File: config.mk
export PLATFORM = sky130hd
export DESIGN_NAME = freq_sweep
export DESIGN_NICKNAME = d
export VERILOG_FILES = /design/src/rtl/freq_sweep.sv
export SDC_FILE = /design/constraint.sdc
export NUM_CORES = 1
export LEC_CHECK = 0
export ABC_AREA = 1
export CAP_MARGIN = 20
export CORE_AREA = 2 2 110 112
export DETAILED_ROUTE_END_ITERATION = 10
export DIE_AREA = 0 0 112 114
export PLACE_DENSITY = 0.69
export SYNTH_ARGS = -nofsm -noshare
export SYNTH_HDL_FRONTEND = slang
export SYNTH_SLANG_ARGS = --single-unit
File: constraint.sdc
create_clock -name clk -period 7.4 [get_ports clk]
set_input_delay 2.22 -clock clk [delete_from_list [all_inputs] [get_ports clk]]
set_output_delay 2.22 -clock clk [all_outputs]
set_load 0.005 [all_outputs]
File: src/rtl/freq_sweep.sv
// freq_sweep: timed, stepped frequency sweep that drives the waveform
// generator's freq command in single-ramp or continuous-triangle mode.
module freq_sweep #(
  parameter int unsigned FCLK    = 50000000,
  parameter int unsigned F_START = 100,
  parameter int unsigned F_STOP  = 10000,
  parameter int unsigned F_STEP  = 100,
  parameter int unsigned DWELL   = FCLK / 100
) (
  input  logic        clk,
  input  logic        rst,
  input  logic        start,
  input  logic        halt,
  input  logic        mode,
  output logic [31:0] freq,
  output logic        busy,
  output logic        step_strobe,
  output logic        done
);

  typedef enum logic [1:0] {
    IDLE,
    RAMP_UP,
    RAMP_DOWN
  } state_e;

  localparam logic [31:0] START_V = 32'(F_START);
  localparam logic [31:0] STOP_V  = 32'(F_STOP);
  localparam logic [31:0] STEP_V  = 32'(F_STEP);
  localparam logic [31:0] D_LAST  = 32'(DWELL - 1);
  localparam logic [32:0] STEP_33 = 33'(F_STEP);
  localparam logic [32:0] STOP_33 = 33'(F_STOP);
  localparam logic [32:0] LOW_33  = 33'(F_START) + 33'(F_STEP);

  state_e      state_q, state_d;
  logic [31:0] freq_q, freq_d;
  logic [31:0] dcnt_q, dcnt_d;
  logic        mode_q, mode_d;
  logic        busy_q, busy_d;
  logic        strobe_q, strobe_d;
  logic        done_q, done_d;

  logic        step;
  logic [32:0] nxt;

  assign step = (dcnt_q == D_LAST);
  assign nxt  = {1'b0, freq_q} + STEP_33;

  always_comb begin
    state_d  = state_q;
    freq_d   = freq_q;
    dcnt_d   = dcnt_q;
    mode_d   = mode_q;
    strobe_d = 1'b0;
    done_d   = 1'b0;
    if (halt) begin
      state_d = IDLE;
      dcnt_d  = '0;
    end else begin
      unique case (state_q)
        IDLE: begin
          if (start) begin
            freq_d  = START_V;
            dcnt_d  = '0;
            mode_d  = mode;
            state_d = RAMP_UP;
          end
        end
        RAMP_UP: begin
          dcnt_d = dcnt_q + 32'd1;
          if (step) begin
            dcnt_d   = '0;
            strobe_d = 1'b1;
            if (nxt >= STOP_33) begin
              freq_d = STOP_V;
              if (mode_q) begin
                state_d = RAMP_DOWN;
              end else begin
                state_d = IDLE;
                done_d  = 1'b1;
              end
            end else begin
              freq_d = nxt[31:0];
            end
          end
        end
        RAMP_DOWN: begin
          dcnt_d = dcnt_q + 32'd1;
          if (step) begin
            dcnt_d   = '0;
            strobe_d = 1'b1;
            // Snap to the floor rather than subtract past it
            if ({1'b0, freq_q} <= LOW_33) begin
              freq_d  = START_V;
              state_d = RAMP_UP;
            end else begin
              freq_d = freq_q - STEP_V;
            end
          end
        end
        default: state_d = IDLE;
      endcase
    end
    busy_d = (state_d != IDLE);
  end

  always_ff @(posedge clk or posedge rst) begin
    if (rst) begin
      state_q  <= IDLE;
      freq_q   <= START_V;
      dcnt_q   <= '0;
      mode_q   <= 1'b0;
      busy_q   <= 1'b0;
      strobe_q <= 1'b0;
      done_q   <= 1'b0;
    end else begin
      state_q  <= state_d;
      freq_q   <= freq_d;
      dcnt_q   <= dcnt_d;
      mode_q   <= mode_d;
      busy_q   <= busy_d;
      strobe_q <= strobe_d;
      done_q   <= done_d;
    end
  end

  assign freq        = freq_q;
  assign busy        = busy_q;
  assign step_strobe = strobe_q;
  assign done        = done_q;

endmodule
==> flow_metrics.env, run 1 <==
export IMPL_status="finished clean"
export IMPL_ys_types=46
export IMPL_yosys_warnings=0
export IMPL_postRouteAntennaNets=0
export IMPL_cts_max_level=3
export IMPL_die_w_um=112
export IMPL_insertion_delay_ns=0.33
export IMPL_clk_pin_slew_ns=0.06
export IMPL_grt_pass1_vias=4810
export IMPL_tns_ns=0
export IMPL_synth_edf_count=0
export IMPL_fmax_mhz=226
export IMPL_synth_ff_type="dfrtp_1"
export IMPL_crit_required_ns=7.66
export IMPL_core_area_um2=11700
export IMPL_cts_tree="done"
export IMPL_port_buffers=37
export IMPL_cts_sinks=68
export IMPL_grt_pass1_wl_mm=23.0
export IMPL_maxSlewViolCount=0
export IMPL_fin_ws_ns=2.97
export IMPL_ir_worst_vdd_v=0.000137
export IMPL_synth_seq_cells=68
export IMPL_min_period_ns=4.43
export IMPL_worstHoldStart="dcnt_q[0]$_DFFE_PP0P_"
export IMPL_crit_family="simple AND/OR/NAND/NOR gates"
export IMPL_holdCritPathClass="flip-flop to flip-flop"
export IMPL_cell_internal_pwr_mw=0.679
export IMPL_p_per_area_nw_per_um2=165
export IMPL_syn_area_um2=5330
export IMPL_cp_startpoint="start"
export IMPL_leakage_nw=2.75
export IMPL_syn2layout_area_growth_pct=13.0
export IMPL_wirelength_mm=14.0
export IMPL_crit_chain="clkdlybuf4s50_1 > nor2_1 > a21oi_1 > nor2_2 > inv_1 > nand3_1 > nor4_1 > nand2_1 > inv_1 > nand2_1 > a21oi_1"
export IMPL_core_rowCount=40
export IMPL_viasPerCell=5.30
export IMPL_num_vias=5209
export IMPL_synthArstFlopShare_pct=100
export IMPL_clockBufferDepth=2
export IMPL_synth_top_area_cell="dfrtp_1"
export IMPL_crit_arrival_ns=4.69
export IMPL_yosysSeqAreaShare_pct=32.0
export IMPL_setup_violations_final=0
export IMPL_cts_buffers_inserted=9
export IMPL_grt_remaining_overflow=0
export IMPL_fillers=1223
export IMPL_reg2reg_from="dcnt_q[0]$_DFFE_PP0P_"
export IMPL_skew_ns=0.00388
export IMPL_start_kind="primary input"
export IMPL_p_seq_share_pct=39.7
export IMPL_die_area_um2=12800
export IMPL_synthTopCellsByArea="dfrtp_1, nand2_1, nor2_1, inv_1, nand3_1"
export IMPL_crit_slowest_cell="nor4_1"
export IMPL_globalplace_congestion=0.873
export IMPL_cap_violations=0
export IMPL_hold_viol=0
export IMPL_synthCells=806
export IMPL_clkPwrFrac_pct=40.7
export IMPL_initial_core_util_pct=45.5
export IMPL_n_antenna_cell=0
export IMPL_drtIter0Drc=330
export IMPL_drive_gt1_share_pct=7.66
export IMPL_max_slew_margin_pct=40.0
export IMPL_die_y_um=114
export IMPL_top_layer="met4"
export IMPL_cts_resized=0
export IMPL_wl_met2_mm=6.94
export IMPL_crit_type="primary input to flip-flop"
export IMPL_dr_pass1_iters=5
export IMPL_grt_max_degree=69
export IMPL_pwr_share_comb_pct=19.6
export IMPL_layout_commonest_cell="nand2_1"
export IMPL_rsz0062_at_grt="no"
export IMPL_gr_usage_all_layers_pct=22.0
export IMPL_end_kind="flip-flop"
export IMPL_drcViolationCount=0
export IMPL_postCtsSetupRepairBufs=0
export IMPL_period_share_pct=59.9
export IMPL_nets=843
export IMPL_antenna_found_initial=0
export IMPL_p_sw_mw=0.317
export IMPL_wl_met3_um=482
export IMPL_layout_common_cells="nand2_1, nor2_1, inv_1"
export IMPL_wl_met1_mm=6.33
export IMPL_p_sw_share_pct=31.8
export IMPL_dp_hpwl_mm=10.3
export IMPL_worstMarginPinSlew_ns=0.899
export IMPL_worst_path_buf_inv=3
export IMPL_worstPathMaxFanout=16
export IMPL_dpl_worst_slack_ns=2.64
export IMPL_drt_wirelength_per_cell_um=14.2
export IMPL_synth_top_cell_area_share_pct=30.5
export IMPL_cts_root_buf="clkbuf_16"
export IMPL_slowest_delay_ns=0.51
export IMPL_avgSynthCellArea_um2=6.62
export IMPL_hold_buffers=0
export IMPL_ios=40
[cell families (layout without fill, tap and decap cells)]
kind of cell             Yosys count  after routing  synth area share, %
other                              1              2               0.0703
XOR/XNOR                          21             21                 3.59
buffers and inverters            138            166                 10.8
flip-flops                        68             68                 32.0
adder cells (fa/ha/maj)            8              8                 1.88
AO/OA/AOI/OAI                    113            113                 12.4
AND/OR/NAND/NOR                  457            457                 39.3
[worst register-to-register path, stage by stage (launching register included)]
cell and delay [ns]:
dfrtp_1 0.39, ha_1 0.18, nand2_1 0.08, nor2_1 0.22, nand4_1 0.14, nor3_2 0.37, inv_2 0.10, o21ai_2 0.08
nand2_2 0.18, inv_2 0.41, nand2_4 0.26, inv_2 0.29, nand2_1 0.08, o21a_1 0.19
[sequential cells by signal (all words and copies together), names as in the netlist]
name and flops:
done 1, state_q 2, mode_q 1, freq 30, dcnt_q 32, step_strobe 1
busy 1
[cell usage after synthesis (2+ instances only)]
library cell,n
nand4_1,19
nand3_2,2
o22ai_1,14
o21ai_1,10
nor2_1,114
buf_4,6
a21oi_1,30
ha_1,8
nand3b_1,3
a221oi_1,2
nor3b_1,2
a31oi_1,2
buf_6,2
nor3_1,29
clkbuf_1,4
nand2_4,3
nand2_2,8
xor2_1,20
nor3_2,3
inv_2,6
nor2_2,5
nor4_1,11
dfstp_2,3
clkbuf_2,3
nor2_8,2
o21a_1,4
dfrtp_1,65
o32ai_1,6
nand2_1,199
nor2_4,7
inv_1,105
nand3_1,46
buf_2,12
a211oi_1,3
o21ai_0,36
a22oi_2,2
[through the flow]
step / area (µm²) / power (mW) / instances / utilization [%] / hold slack (ns)
global route: 6030 / 1.04 / 982 / 51.5 / 0.541
finish: 6030 / 0.997 / 982 / 51.5 / 0.519
floorplan: 5340 / 0.542 / 807 / - / 0.468
detailed placement: 5750 / 0.595 / 966 / 49.1 / 0.508
CTS: 6030 / 0.999 / 982 / 51.5 / 0.517
global placement: 5750 / 0.594 / 966 / 49.1 / 0.504
[layer usage]
layer  global-route usage [%]  vias to the layer above
met3                     3.45                       19
met2                     38.1                      107
met5                        0                        -
met1                     29.0                     2418
li1                         -                     2665
met4                     5.85                        0
[power by group through the flow]
stage	sequential [mW]	combinational, mW	clock, mW
2_1_floorplan	0.398	0.144	0
3_3_place_gp	0.403	0.191	0
3_5_place_dp	0.402	0.193	0
4_1_cts	0.396	0.194	0.409
5_1_grt	0.397	0.219	0.422
6_report	0.396	0.195	0.406
[layout make-up]
type	instances	area, µm²	share of cell area [%]
Inverter	111	417	6.91
Clock inverter	6	38.8	0.644
Tap cell	147	184	3.05
Sequential cell	68	1710	28.3
Multi-Input combinational cell	601	3060	50.7
Clock buffer	10	239	3.97
Timing Repair Buffer	39	385	6.39
[worst paths after layout]
kind,end,slack [ns],depth (start not counted)
setup / recovery,dcnt_q[20]$_DFFE_PP0P_,2.97,11
max in group asynchronous,dcnt_q[3]$_DFFE_PP0P_,4.33,3
min in group asynchronous,dcnt_q[11]$_DFFE_PP0P_,2.48,3
hold reg to reg,dcnt_q[0]$_DFFE_PP0P_,0.52,1
hold / removal,dcnt_q[0]$_DFFE_PP0P_,0.52,1
setup reg to reg,freq[5]$_DFFE_PP1P_,4.38,13
(Power assumes the default switching activity.)
==> run 2, diff against run 1 <==
- clock period: 7.4 -> 4.38 ns (I/O delays scaled with it)
==> flow_metrics.env, run 2 (same netlist as run 1, synthesis figures left out) <==
export IMPL_period_share_pct=75.4
export IMPL_cts_buffers_inserted=9
export IMPL_crit_required_ns=4.65
export IMPL_clk_pin_slew_ns=0.06
export IMPL_hold_buffers=0
export IMPL_port_buffers=37
export IMPL_maxSlewViolCount=0
export IMPL_ir_worst_vdd_v=0.000185
export IMPL_worstMarginPinSlew_ns=0.868
export IMPL_grt_max_degree=69
export IMPL_whs_ns=0.521
export IMPL_drtIter0Drc=392
export IMPL_fin_ws_ns=1.08
export IMPL_fmax_mhz=303
export IMPL_end_kind="flip-flop"
export IMPL_viasPerCell=5.35
export IMPL_cts_resized=0
export IMPL_cts_sinks=68
export IMPL_cts_root_buf="clkbuf_16"
export IMPL_layout_common_cells="nand2_1, nor2_1, inv_1"
export IMPL_antenna_found_initial=0
export IMPL_min_period_ns=3.30
export IMPL_leakage_nw=2.76
export IMPL_regToRegEndpoint="freq[5]$_DFFE_PP1P_"
export IMPL_postCtsSetupRepairBufs=0
export IMPL_nets=844
export IMPL_num_vias=5256
export IMPL_dr_pass1_iters=5
export IMPL_tns_ns=0
export IMPL_setup_violations_final=0
export IMPL_grt_pass1_wl_mm=23.8
export IMPL_reg2reg_from="dcnt_q[0]$_DFFE_PP0P_"
export IMPL_worstPathMaxFanout=22
export IMPL_r2r_cells=13
export IMPL_n_antenna_cell=0
export IMPL_drive_gt1_share_pct=7.66
export IMPL_status="finished clean"
export IMPL_grt_remaining_overflow=0
export IMPL_die_w_um=112
export IMPL_crit_arrival_ns=3.57
export IMPL_grt_pass1_vias=5023
export IMPL_registers_top_by_ff_count="dcnt_q"
export IMPL_hold_viol=0
export IMPL_cts_tree="done"
export IMPL_drcViolationCount=0
export IMPL_clockBufferDepth=2
export IMPL_crit_type="primary input to flip-flop"
export IMPL_holdCritPathClass="flip-flop to flip-flop"
export IMPL_cp_startpoint="halt"
export IMPL_initial_core_util_pct=45.5
export IMPL_cap_violations=0
export IMPL_die_area_um2=12800
export IMPL_die_y_um=114
export IMPL_rsz0062_at_grt="no"
export IMPL_ios=40
export IMPL_drt_wirelength_per_cell_um=14.3
export IMPL_postRouteAntennaNets=0
export IMPL_cp_endpoint="freq[5]$_DFFE_PP1P_"
export IMPL_layout_commonest_cell="nand2_1"
export IMPL_wirelength_mm=14.0
export IMPL_largest_register_ffs=32
export IMPL_max_slew_margin_pct=42.2
export IMPL_cts_max_level=3
export IMPL_dp_hpwl_mm=10.4
export IMPL_p_per_area_nw_per_um2=279
export IMPL_core_rowCount=40
export IMPL_dpl_worst_slack_ns=0.804
export IMPL_skew_ns=0.00946
export IMPL_start_kind="primary input"
export IMPL_insertion_delay_ns=0.33
export IMPL_syn2layout_area_growth_pct=13.1
export IMPL_core_area_um2=11700
export IMPL_globalplace_congestion=0.877
export IMPL_gr_usage_all_layers_pct=22.6
export IMPL_rrSetupSlack_ns=1.35
[run 2: cell count changes in the layout (fill, tap and decap cells not counted)]
| cell | previous run | this run |
|---|---|---|
| clkbuf_8 | 1 | 2 |
| clkinv_2 | 3 | 2 |
| buf_4 | 2 | 3 |
| inv_6 | 1 | 0 |
[run 2: final cells by class]
cell class                      count  area [µm²]
Sequential cell                    68        1710
Clock buffer                       11         253
Timing Repair Buffer               40         393
Tap cell                          147         184
Multi-Input combinational cell    601        3060
Clock inverter                      4        25.0
Inverter                          111         417
Fill cell                        1197        5680
[run 2: worst min path at each step]
stage / from / to / slack (ns) / depth (start not counted)
6_report: dcnt_q[1]$_DFFE_PP0P_ / dcnt_q[1]$_DFFE_PP0P_ / 0.52 / 1
5_1_grt: dcnt_q[22]$_DFFE_PP0P_ / dcnt_q[22]$_DFFE_PP0P_ / 0.55 / 1
4_1_cts: dcnt_q[22]$_DFFE_PP0P_ / dcnt_q[22]$_DFFE_PP0P_ / 0.52 / 1
3_5_place_dp: dcnt_q[22]$_DFFE_PP0P_ / dcnt_q[22]$_DFFE_PP0P_ / 0.51 / 1
3_3_place_gp: mode_q$_DFFE_PP0P_ / mode_q$_DFFE_PP0P_ / 0.51 / 2
2_1_floorplan: dcnt_q[22]$_DFFE_PP0P_ / dcnt_q[22]$_DFFE_PP0P_ / 0.47 / 1
[run 2: worst max-delay path, stage by stage]
cell and delay, ns:
clkdlybuf4s50_1 0.51, nor2_1 0.18, inv_1 0.07, nor2_1 0.12, nand2_2 0.18, inv_2 0.39, nand2_4 0.25, inv_2 0.27
nand2_1 0.09, o21a_1 0.19
[run 2: report_power, final]
part	switching (mW)	internal, mW	total, mW
sequential	0.0231	0.646	0.669
clock	0.275	0.409	0.684
combinational	0.225	0.105	0.330
[run 2: per-layer routing]
layer  part of all wire [%]  global-route usage, %
met1                     45                   29.1
met2                     49                   39.8
met3                    3.4                   2.60
met4                    2.1                   7.32
met5                      0                      0
[run 2: stage by stage]
step	instance area, µm²	cells	total power, mW	util, %
finish	6030	982	1.68	51.5
floorplan	5340	807	0.915	-
global placement	5760	967	1.00	49.2
detailed placement	5760	967	1.01	49.2
CTS	6030	982	1.68	51.5
global route	6030	982	1.76	51.5
